--- src/rtl/instr_encoder_pkg.sv ---
// Shared instruction-format definitions for the encoder and the control unit decoder.
// Holds op classes, DP command and condition codes, MEM addressing defaults and field positions.
package instr_encoder_pkg;

  typedef enum logic [1:0] {
    CLS_DP  = 2'b00,
    CLS_MEM = 2'b01,
    CLS_BR  = 2'b10,
    CLS_ILL = 2'b11
  } op_class_t;

  typedef enum logic {
    ST_IDLE  = 1'b0,
    ST_WRITE = 1'b1
  } enc_state_t;

  localparam logic [3:0] CMD_AND = 4'b0000;
  localparam logic [3:0] CMD_EOR = 4'b0001;
  localparam logic [3:0] CMD_SUB = 4'b0010;
  localparam logic [3:0] CMD_ADD = 4'b0100;
  localparam logic [3:0] CMD_CMP = 4'b1010;
  localparam logic [3:0] CMD_ORR = 4'b1100;

  localparam logic [3:0] COND_EQ = 4'h0;
  localparam logic [3:0] COND_NE = 4'h1;
  localparam logic [3:0] COND_CS = 4'h2;
  localparam logic [3:0] COND_CC = 4'h3;
  localparam logic [3:0] COND_MI = 4'h4;
  localparam logic [3:0] COND_PL = 4'h5;
  localparam logic [3:0] COND_VS = 4'h6;
  localparam logic [3:0] COND_VC = 4'h7;
  localparam logic [3:0] COND_HI = 4'h8;
  localparam logic [3:0] COND_LS = 4'h9;
  localparam logic [3:0] COND_GE = 4'hA;
  localparam logic [3:0] COND_LT = 4'hB;
  localparam logic [3:0] COND_GT = 4'hC;
  localparam logic [3:0] COND_LE = 4'hD;
  localparam logic [3:0] COND_AL = 4'hE;
  localparam logic [3:0] COND_NV = 4'hF;

  // Pre-indexed, up, word, no write-back: the only MEM addressing mode the core supports
  localparam logic MEM_P = 1'b1;
  localparam logic MEM_U = 1'b1;
  localparam logic MEM_B = 1'b0;
  localparam logic MEM_W = 1'b0;

  localparam logic [1:0] BR_FUNCT = 2'b10;

  localparam int COND_LSB   = 28;
  localparam int OP_LSB     = 26;
  localparam int I_BIT      = 25;
  localparam int CMD_LSB    = 21;
  localparam int S_BIT      = 20;
  localparam int P_BIT      = 24;
  localparam int U_BIT      = 23;
  localparam int B_BIT      = 22;
  localparam int W_BIT      = 21;
  localparam int L_BIT      = 20;
  localparam int BRF_LSB    = 24;
  localparam int RN_LSB     = 16;
  localparam int RD_LSB     = 12;
  localparam int SRC2_LSB   = 0;
  localparam int IMM24_LSB  = 0;

  function automatic logic dp_cmd_legal(input logic [3:0] cmd);
    return (cmd == CMD_AND) || (cmd == CMD_EOR) || (cmd == CMD_SUB) ||
           (cmd == CMD_ADD) || (cmd == CMD_CMP) || (cmd == CMD_ORR);
  endfunction

endpackage

--- src/rtl/instr_pack.sv ---
// Combinational packer: turns instruction fields into a 32-bit word and flags illegal requests.
module instr_pack
  import instr_encoder_pkg::*;
(
  input  logic [1:0]  cls,
  input  logic [3:0]  cond,
  input  logic [3:0]  cmd,
  input  logic        imm,
  input  logic        s,
  input  logic        l,
  input  logic [3:0]  rn,
  input  logic [3:0]  rd,
  input  logic [11:0] src2,
  input  logic [23:0] imm24,
  output logic [31:0] word,
  output logic        illegal
);

  logic is_cmp;
  assign is_cmp = (cmd == CMD_CMP);

  always_comb begin
    word    = '0;
    illegal = 1'b0;
    word[COND_LSB +: 4] = cond;
    word[OP_LSB +: 2]   = cls;
    case (op_class_t'(cls))
      CLS_DP: begin
        // CMP only updates flags, so S is forced and Rd zeroed for the decoder
        word[I_BIT]           = imm;
        word[CMD_LSB +: 4]    = cmd;
        word[S_BIT]           = s | is_cmp;
        word[RN_LSB +: 4]     = rn;
        word[RD_LSB +: 4]     = is_cmp ? 4'h0 : rd;
        word[SRC2_LSB +: 12]  = src2;
        illegal               = !dp_cmd_legal(cmd);
      end
      CLS_MEM: begin
        word[I_BIT]           = ~imm;
        word[P_BIT]           = MEM_P;
        word[U_BIT]           = MEM_U;
        word[B_BIT]           = MEM_B;
        word[W_BIT]           = MEM_W;
        word[L_BIT]           = l;
        word[RN_LSB +: 4]     = rn;
        word[RD_LSB +: 4]     = rd;
        word[SRC2_LSB +: 12]  = src2;
      end
      CLS_BR: begin
        word[BRF_LSB +: 2]    = BR_FUNCT;
        word[IMM24_LSB +: 24] = imm24;
      end
      default: illegal = 1'b1;
    endcase
    if (cond == COND_NV) illegal = 1'b1;
  end

endmodule

--- src/rtl/instr_encoder.sv ---
// Program loader: accepts field-level instruction requests and writes packed words
// sequentially into instruction memory from address 0 until DEPTH words are stored.
module instr_encoder
  import instr_encoder_pkg::*;
#(
  parameter int AW    = 6,
  parameter int DEPTH = 64
) (
  input  logic          clk,
  input  logic          rst_n,
  input  logic          clear,
  input  logic          in_valid,
  output logic          in_ready,
  input  logic [1:0]    in_class,
  input  logic [3:0]    in_cond,
  input  logic [3:0]    in_cmd,
  input  logic          in_imm,
  input  logic          in_s,
  input  logic          in_l,
  input  logic [3:0]    in_rn,
  input  logic [3:0]    in_rd,
  input  logic [11:0]   in_src2,
  input  logic [23:0]   in_imm24,
  output logic          mem_we,
  output logic [AW-1:0] mem_addr,
  output logic [31:0]   mem_wdata,
  input  logic          mem_ready,
  output logic [AW:0]   count,
  output logic          full,
  output logic          err
);

  localparam logic [AW:0] DEPTH_C = (AW+1)'(DEPTH);

  enc_state_t  state, state_nx;
  logic [31:0] word;
  logic        illegal;
  logic        drain, last_slot, accept, legal_accept;

  instr_pack u_pack (
    .cls     (in_class),
    .cond    (in_cond),
    .cmd     (in_cmd),
    .imm     (in_imm),
    .s       (in_s),
    .l       (in_l),
    .rn      (in_rn),
    .rd      (in_rd),
    .src2    (in_src2),
    .imm24   (in_imm24),
    .word    (word),
    .illegal (illegal)
  );

  // last_slot: the write now draining fills the final word, so nothing may follow it
  assign drain        = (state == ST_WRITE) && mem_ready;
  assign last_slot    = (count + 1'b1) >= DEPTH_C;
  assign in_ready     = !full && !clear && ((state == ST_IDLE) || (drain && !last_slot));
  assign accept       = in_valid && in_ready;
  assign legal_accept = accept && !illegal;
  assign mem_we       = (state == ST_WRITE);

  always_comb begin
    state_nx = state;
    if (clear) begin
      state_nx = ST_IDLE;
    end else begin
      case (state)
        ST_IDLE:  if (legal_accept) state_nx = ST_WRITE;
        ST_WRITE: if (mem_ready) state_nx = legal_accept ? ST_WRITE : ST_IDLE;
        default:  state_nx = ST_IDLE;
      endcase
    end
  end

  always_ff @(posedge clk or negedge rst_n) begin
    if (!rst_n) state <= ST_IDLE;
    else        state <= state_nx;
  end

  // The address stops on the last word rather than wrapping once memory is full
  always_ff @(posedge clk or negedge rst_n) begin
    if (!rst_n) begin
      mem_addr  <= '0;
      mem_wdata <= '0;
      count     <= '0;
      full      <= 1'b0;
      err       <= 1'b0;
    end else begin
      err <= accept && illegal;
      if (clear) begin
        mem_addr <= '0;
        count    <= '0;
        full     <= 1'b0;
      end else begin
        if (drain) begin
          count <= count + 1'b1;
          full  <= (count + 1'b1) == DEPTH_C;
          if (!last_slot) mem_addr <= mem_addr + 1'b1;
        end
        if (legal_accept) mem_wdata <= word;
      end
    end
  end

endmodule

--- config.mk ---
export PLATFORM = sky130hd
export DESIGN_NAME = instr_encoder
export DESIGN_NICKNAME = d
export VERILOG_FILES = /design/src/rtl/instr_encoder_pkg.sv /design/src/rtl/instr_pack.sv /design/src/rtl/instr_encoder.sv
export SDC_FILE = /design/constraint.sdc
export NUM_CORES = 1
export LEC_CHECK = 0
export ABC_CLOCK_PERIOD_IN_PS = 3050
export CAP_MARGIN = 20
export CORE_ASPECT_RATIO = 1.5
export CORE_MARGIN = 4
export CORE_UTILIZATION = 43
export CTS_CLUSTER_DIAMETER = 150
export DETAILED_ROUTE_END_ITERATION = 10
export PLACE_DENSITY = 0.81
export SLEW_MARGIN = 20
export SYNTH_ARGS = -nofsm -noshare
export SYNTH_HDL_FRONTEND = slang
export SYNTH_SLANG_ARGS = --single-unit
--- constraint.sdc ---
create_clock -name clk -period 3.05 [get_ports clk]
set_input_delay 0.61 -clock clk [delete_from_list [all_inputs] [get_ports clk]]
set_output_delay 0.61 -clock clk [all_outputs]
set_load 0.1 [all_outputs]
==> impl_metrics.tcl <==
set metrics [dict create \
    dr_total_vias 2159 \
    power.density_nw_per_um2 705 \
    gr-total-overflow 0 \
    ys_warn_count 0 \
    synth_edf_count 0 \
    clk_latency_ps 300 \
    fin_worst_skew_ps 3.83 \
    wl_per_cell_um 16.7 \
    fp.coreArea_um2 5910 \
    syn-cell-area_um2 2660 \
    start_util_pct 44.9 \
    tightest_slew_ps 966 \
    ys_seq_elements 48 \
    port-buffer-count 110 \
    cts_buffers 5 \
    timing.fmax_mhz 357 \
    seqPwrFrac_pct 30.5 \
    hold_viol_final 0 \
    drive_gt1_share_pct 32.5 \
    synth_cells 233 \
    yosysTopAreaCellShare_pct 45.2 \
    relSlewSlack_pct 35.6 \
    hpwl_mm 5.21 \
    grt.total_usage_pct 18.9 \
    drc 0 \
    yosysUniqueCellTypes 39 \
    drtIter0Drc 121 \
    seq_area_frac_synth_pct 45.2 \
    power_frac_comb_pct 52.5 \
    dr.pass1.iters 4 \
    critPathMaxFanout 5 \
    status "finished, final reports clean" \
    max-cap-violations 0 \
    wirelength_mm 6.91 \
    syn_to_final_growth_pct 43.9 \
    start_kind "primary input" \
    end_kind "output pin" \
    synth_area_leader_cell "dfrtp_1" \
    yosys-top-cells-area "dfrtp_1, mux2_4, a22oi_1" \
    grt_pass1_vias 2274 \
    synth_most_common_cell "dfrtp_1" \
    power.leakage_uw 0.00175 \
    rr_endpoint "mem_wdata[0]" \
    die_x_um 72.2 \
    n_antenna_cell 0 \
    io_pins 111 \
    clock-sinks 48 \
    viasPerCell 5.21 \
    dieHeight_um 104 \
    min_period_over_period_pct 91.8 \
    grt_pass1_wl_mm 11.4 \
    r2r_start "count[0]" \
    h-tree-depth 2 \
    nets 409 \
    cts_hold_buf 0 \
    rows 34 \
    synth.avg_cell_area_um2 11.4 \
    swShare_pct 48.7 \
    rsz0062_at_grt "no" \
    internal-power_uw 1380 \
    fin_tns_setup_ps 0 \
    postCtsSetupRepairBufs 0 \
    holdWs_ps 396 \
    path_class "primary input to output pin" \
    netlist_top_cells_count "dfrtp_1, nor2_1, mux2_4" \
    post_cts_resized 0 \
    finalSetupViolCount 0 \
    p_sw_uw 1310 \
    dieArea_um2 7520 \
    clock_path_buffers 2 \
    grt_max_degree 38 \
    synth_fp_nets 301 \
    vdd_drop_max_mv 0.371 \
    ys.flop_type "dfrtp_1" \
    drtAntennaViolNets 0 \
    min_path_type "primary input to async pin" \
    cts.clk_slew.worst_paths_ps 90 \
    reg2reg_depth 7 \
    crit_arrival_ps 2190 \
    cts_tree "built" \
    clockPowerShare_pct 17.0 \
    p_total_uw 2690 \
    rrSetupSlack_ps 760 \
    ys_async_sr_fraction_pct 100 \
    finalMaxSlewViolations 0 \
    root_buffer "clkbuf_8" \
    layout_min_cycle_time_ps 2800 \
    gp_congestion 0.791 \
    antenna_found_initial 0 \
    crit_required_ps 2440 \
]
==> layout make-up <==
class / instances / area (um2)
multi-input combinational: 165 / 1330
inverter: 4 / 15.0
clock buffer: 5 / 68.8
clock inverter: 3 / 42.5
fill: 489 / 2090
sequential: 48 / 1220
tap: 72 / 90.1
timing repair buffer: 117 / 1050
==> sequential cells by signal, indices dropped and copies added (netlist names) <==
register   flops
mem_wdata     32
count          7
mem_addr       6
err            1
full           1
mem_we         1
==> power by group through the flow <==
stage / clock [uW] / combinational [uW] / sequential, uW
floorplan: 0 / 266 / 1640
global placement: 0 / 1410 / 828
detailed placement: 0 / 1420 / 831
CTS: 469 / 1420 / 820
global route: 492 / 1460 / 837
finish: 459 / 1410 / 821
==> layout by cell type, fill, tap and decap left out, types with 2 or more instances in the layout <==
cell type / n
dfrtp_4: 6
clkdlybuf4s50_1: 60
nand2b_1: 2
buf_4: 54
nor3_1: 6
dfrtp_1: 41
inv_1: 4
mux2_4: 30
a21oi_1: 7
clkbuf_8: 5
buf_12: 2
mux2i_1: 3
mux2_2: 3
o21ai_0: 3
ha_1: 5
nand4_1: 6
o31ai_1: 2
a22oi_1: 23
xnor2_1: 5
nand2_1: 10
xor2_1: 4
nand3_1: 2
nor2_1: 36
==> metrics by stage <==
step / setup slack, ps / cells / cell area, um2 / utilization, %
after global placement: 264 / 406 / 3710 / 62.7
after global routing: 194 / 414 / 3820 / 64.6
after CTS: 247 / 414 / 3820 / 64.6
after floorplan: -158 / 233 / 2700 / -
after detailed placement: 197 / 406 / 3710 / 62.7
final: 251 / 414 / 3820 / 64.6
==> critical path: stages <==
cell and delay, ps:
clkdlybuf4s50_1 540, nand4_1 110, mux2_4 290, a311oi_4 290, buf_4 180, buf_12 170
==> layer usage <==
| layer | GRT usage [%] | vias to the layer above | wire (um) |
|---|---|---|---|
| li1 | - | 1045 | - |
| met5 | 0 | - | 0 |
| met1 | 23.8 | 1024 | 2780 |
| met4 | 5.51 | 0 | 131 |
| met3 | 5.42 | 10 | 554 |
| met2 | 31.0 | 80 | 3450 |
==> worst max-delay path by stage <==
stage / from / endpoint / slack [ps] / cells past startpoint
after floorplan: count[2] / mem_wdata[10] / -160 / 8
after global placement: mem_ready / mem_wdata[0] / 260 / 7
after detailed placement: mem_ready / mem_wdata[0] / 200 / 7
after CTS: mem_ready / in_ready / 250 / 6
after global routing: mem_ready / in_ready / 190 / 6
final: mem_ready / in_ready / 250 / 6
==> kinds of logic (layout without fill, tap and decap cells) <==
logic type / Yosys count / count (layout) / synth area share (%)
simple gates: 71 / 71 / 12.3
flops: 48 / 48 / 45.2
compound gates: 43 / 43 / 12.0
mux: 36 / 36 / 19.4
buf+inv: 20 / 129 / 5.28
xor+xnor: 9 / 9 / 2.97
fa+ha+maj: 6 / 6 / 2.83
Power figures use the tool's default switching activity.
==> patch 1, RTL diff (config.mk and constraints unchanged) <==
`OP_LSB`: 26 -> 13.
--- a/src/rtl/instr_encoder_pkg.sv
+++ b/src/rtl/instr_encoder_pkg.sv
@@ -47,7 +47,7 @@
   localparam logic [1:0] BR_FUNCT = 2'b10;
 
   localparam int COND_LSB   = 28;
-  localparam int OP_LSB     = 26;
+  localparam int OP_LSB     = 13;
   localparam int I_BIT      = 25;
   localparam int CMD_LSB    = 21;
   localparam int S_BIT      = 20;
Behaviour: not the same (Yosys sat finds a counterexample within 4 cycles, from zero or initial values and one cycle with rst_n low).
==> patch 1 against the original RTL <==
- largest cell class unchanged
- final area is 2.8% lower
- wire length fell by 1.6%
- die area fell by 2.1%
- critical path depth shrank 1
- sequential cell count decreased by 2
- total power decreased by 7.9%
- area after synthesis down 2.4%
- register-to-register slack lost 0.15 ns
- worst setup slack better by 0.013 ns
- first-iteration DRC count shrank 9.1%
==> patch 1: results (changes against the original RTL) <==
| Metric | Value |
|---|---|
| Run status | `completed (unchanged)` |
| DR vias/cell | `5.33 (was 5.21)` |
| WL/cell | `16.6 um (was 16.7 um)` |
| Post-DP HPWL | `5430 um (was 5210 um)` |
| Final std cells w/o fill | `410 (was 414)` |
| Max IR drop VDD | `0.302 mV (was 0.371 mV)` |
| Post-Synth Adder-Cell Area | `2.89% (was 2.83%)` |
| Buffers added on ports | `108 (was 110)` |
| Net switching power | `1.22 mW (was 1.31 mW)` |
| DP Worst Slack | `0.127 ns (was 0.197 ns)` |
| Fillers | `485 (was 489)` |
| Seq_cells | `46 (was 48)` |
| Library cells used by synthesis | `38 (was 39)` |
| Synth Area in Compound Gates | `12.6% (was 12.0%)` |
| Layout non-clock buf frac | `27.7% (was 27.5%)` |
| Post-synthesis xor/xnor area fraction | `2.70% (was 2.97%)` |
| Most common library cells after synthesis | `dfrtp_1 (46), nor2_1 (35), mux2_4 (30), a22oi_1 (21), clkbuf_1 (11) (was dfrtp_1 (48), nor2_1 (36), mux2_4 (30), a22oi_1 (23))` |
| Gp weighted congestion | `0.920 (was 0.791)` |
| Clk pwr share | `15.3% (was 17.0%)` |
| Clk_skew | `0.00488 ns (was 0.00383 ns)` |
| Flop+latch power | `0.779 mW (was 0.821 mW)` |
| Placed Cells | `402 (was 406)` |
| Post-synthesis sequential area ratio | `44.4% (was 45.2%)` |
| Final hold slack | `0.317 ns (was 0.396 ns)` |
| Seq area share | `31.4% (was 32.1%)` |
| R2r endpoint | `mem_wdata[23] (was mem_wdata[0])` |
| Detailed Route Iter0 Violations | `110 (was 121)` |
| Core region area | `5830 um2 (was 5910 um2)` |
patch 1: changes by cell type after synthesis, moves of 2 or more:
cell,unedited run,this run
buf_4,0,2
o31ai_1,2,0
mux2_2,3,1
nand2_1,10,7
xor2_1,4,2
a221oi_1,1,3
o21ai_0,3,5
dfrtp_1,48,46
a21o_1,0,2
a22oi_1,23,21
a21oi_1,7,9
patch 1: worst max-delay path by stage:
stage                   start       endpoint  cells after the start
CTS                 mem_ready       in_ready                      5
finish              mem_ready       in_ready                      5
global placement    mem_ready  mem_wdata[29]                      7
detailed placement  mem_ready  mem_wdata[23]                      7
floorplan            count[1]  mem_wdata[10]                      8
global route        mem_ready       in_ready                      5
patch 1: layer usage:
metal | up-vias | GRT usage [%] | routed length, um
li1 | 1029 | - | -
met1 | 1066 | 22.4 | 2620
met2 | 79 | 32.9 | 3610
met3 | 11 | 4.39 | 468
met4 | 0 | 4.63 | 102
met5 | - | 0 | 0
==> patch 2, RTL diff (same flow settings) <==
Without the edit above. Remove the register `err`: a continuous assignment takes its place, so the output `err` follows one clock earlier.
--- a/src/rtl/instr_encoder.sv
+++ b/src/rtl/instr_encoder.sv
@@ -85,9 +85,7 @@
       mem_wdata <= '0;
       count     <= '0;
       full      <= 1'b0;
-      err       <= 1'b0;
     end else begin
-      err <= accept && illegal;
       if (clear) begin
         mem_addr <= '0;
         count    <= '0;
@@ -103,5 +101,7 @@
     end
   end
 
+  assign err = accept && illegal;
+
 endmodule
 
Behaviour: not the same (a bounded check fails within 4 cycles, from zero or initial values and one cycle with rst_n low).
==> patch 2 against the original RTL <==
- worst setup slack worse by 0.10 ns
- wire length increased by 0.20%
- final area is 0.79% higher
- count of clock-buffer cells in the layout grew 3
- area after synthesis decreased by 0.94%
- sequential cell count shrank 1
- via count grew 2.8%
- total power down 1.9%
==> patch 2: results (changes against the original RTL) <==
| Metric | Value |
|---|---|
| Critical Path AT | `2.29 ns (was 2.19 ns)` |
| Metal2 WL | `3700 um (was 3450 um)` |
| Detailed Route Iter0 Violations | `90 (was 121)` |
| Clk_skew | `0.00939 ns (was 0.00383 ns)` |
| Post-layout util | `65.6% (was 64.6%)` |
| Clkbuf count | `8 (was 5)` |
| Clk tree area frac | `2.60% (was 2.91%)` |
| Grt met3 use | `4.65% (was 5.42%)` |
| Signal buffers | `120 (was 117)` |
| Syn nets | `300 (was 301)` |
| DP Worst Slack | `0.0309 ns (was 0.197 ns)` |
| M2 GR Usage | `32.2% (was 31.0%)` |
| GRT Total Usage | `18.5% (was 18.9%)` |
| Met1 GRT Util | `22.2% (was 23.8%)` |
| Nets | `411 (was 409)` |
| Main area contributors after synthesis | `dfrtp_1 (45%), mux2_4 (17%), a22oi_1 (6.6%) (was dfrtp_1 (45%), mux2_4 (17%), a22oi_1 (6.5%))` |
| Fraction of area in multi-input gates | `35.0% (was 34.8%)` |
| Met3 wire length | `518 um (was 554 um)` |
| DR vias/cell | `5.34 (was 5.21)` |
| DP Area | `3740 um2 (was 3710 um2)` |
| R2r endpoint | `mem_wdata[3] (was mem_wdata[0])` |
| Gp weighted congestion | `0.838 (was 0.791)` |
| Die footprint | `7460 um2 (was 7520 um2)` |
| Final std cells w/o fill | `416 (was 414)` |
| Seq area share | `31.2% (was 32.1%)` |
| Max IR drop VDD | `0.457 mV (was 0.371 mV)` |
| Wl on met1 | `2630 um (was 2780 um)` |
| Final hold slack | `0.397 ns (was 0.396 ns)` |
| Share of cells above drive strength 1 | `33.1% (was 32.5%)` |
| Layout non-clock buf frac | `28.5% (was 27.5%)` |
| Run status | `completed (unchanged)` |
| Vias in the first global route | `2256 (was 2274)` |
| Post-synthesis sequential area ratio | `44.7% (was 45.2%)` |
-- patch 2: cells by family after synthesis --
logic type	synth area share, %
mux	19.5
simple gates	12.5
xor+xnor	3.00
compound gates	12.1
flops	44.7
buf+inv	5.33
fa+ha+maj	2.85
-- patch 2: critical path, cell delays in order --
cell and delay (ns):
clkdlybuf4s50_1 0.53, nand4_1 0.11, mux2_4 0.29, a311oi_4 0.28, nand2_1 0.13, nor2_4 0.15, buf_12 0.18
-- patch 2: how the worst max path moves through the flow --
stage	slack [ns]	end	cells past startpoint
after floorplan	-0.54	err	6
after global placement	0.09	err	7
after detailed placement	0.03	err	7
after CTS	0.03	err	7
after global routing	0.07	err	7
final	0.15	err	7
-- patch 2: where the power goes --
part           internal [mW]  switching [mW]  total [mW]
combinational          0.404            1.02        1.43
sequential             0.733          0.0732       0.807
clock                  0.207           0.202       0.410
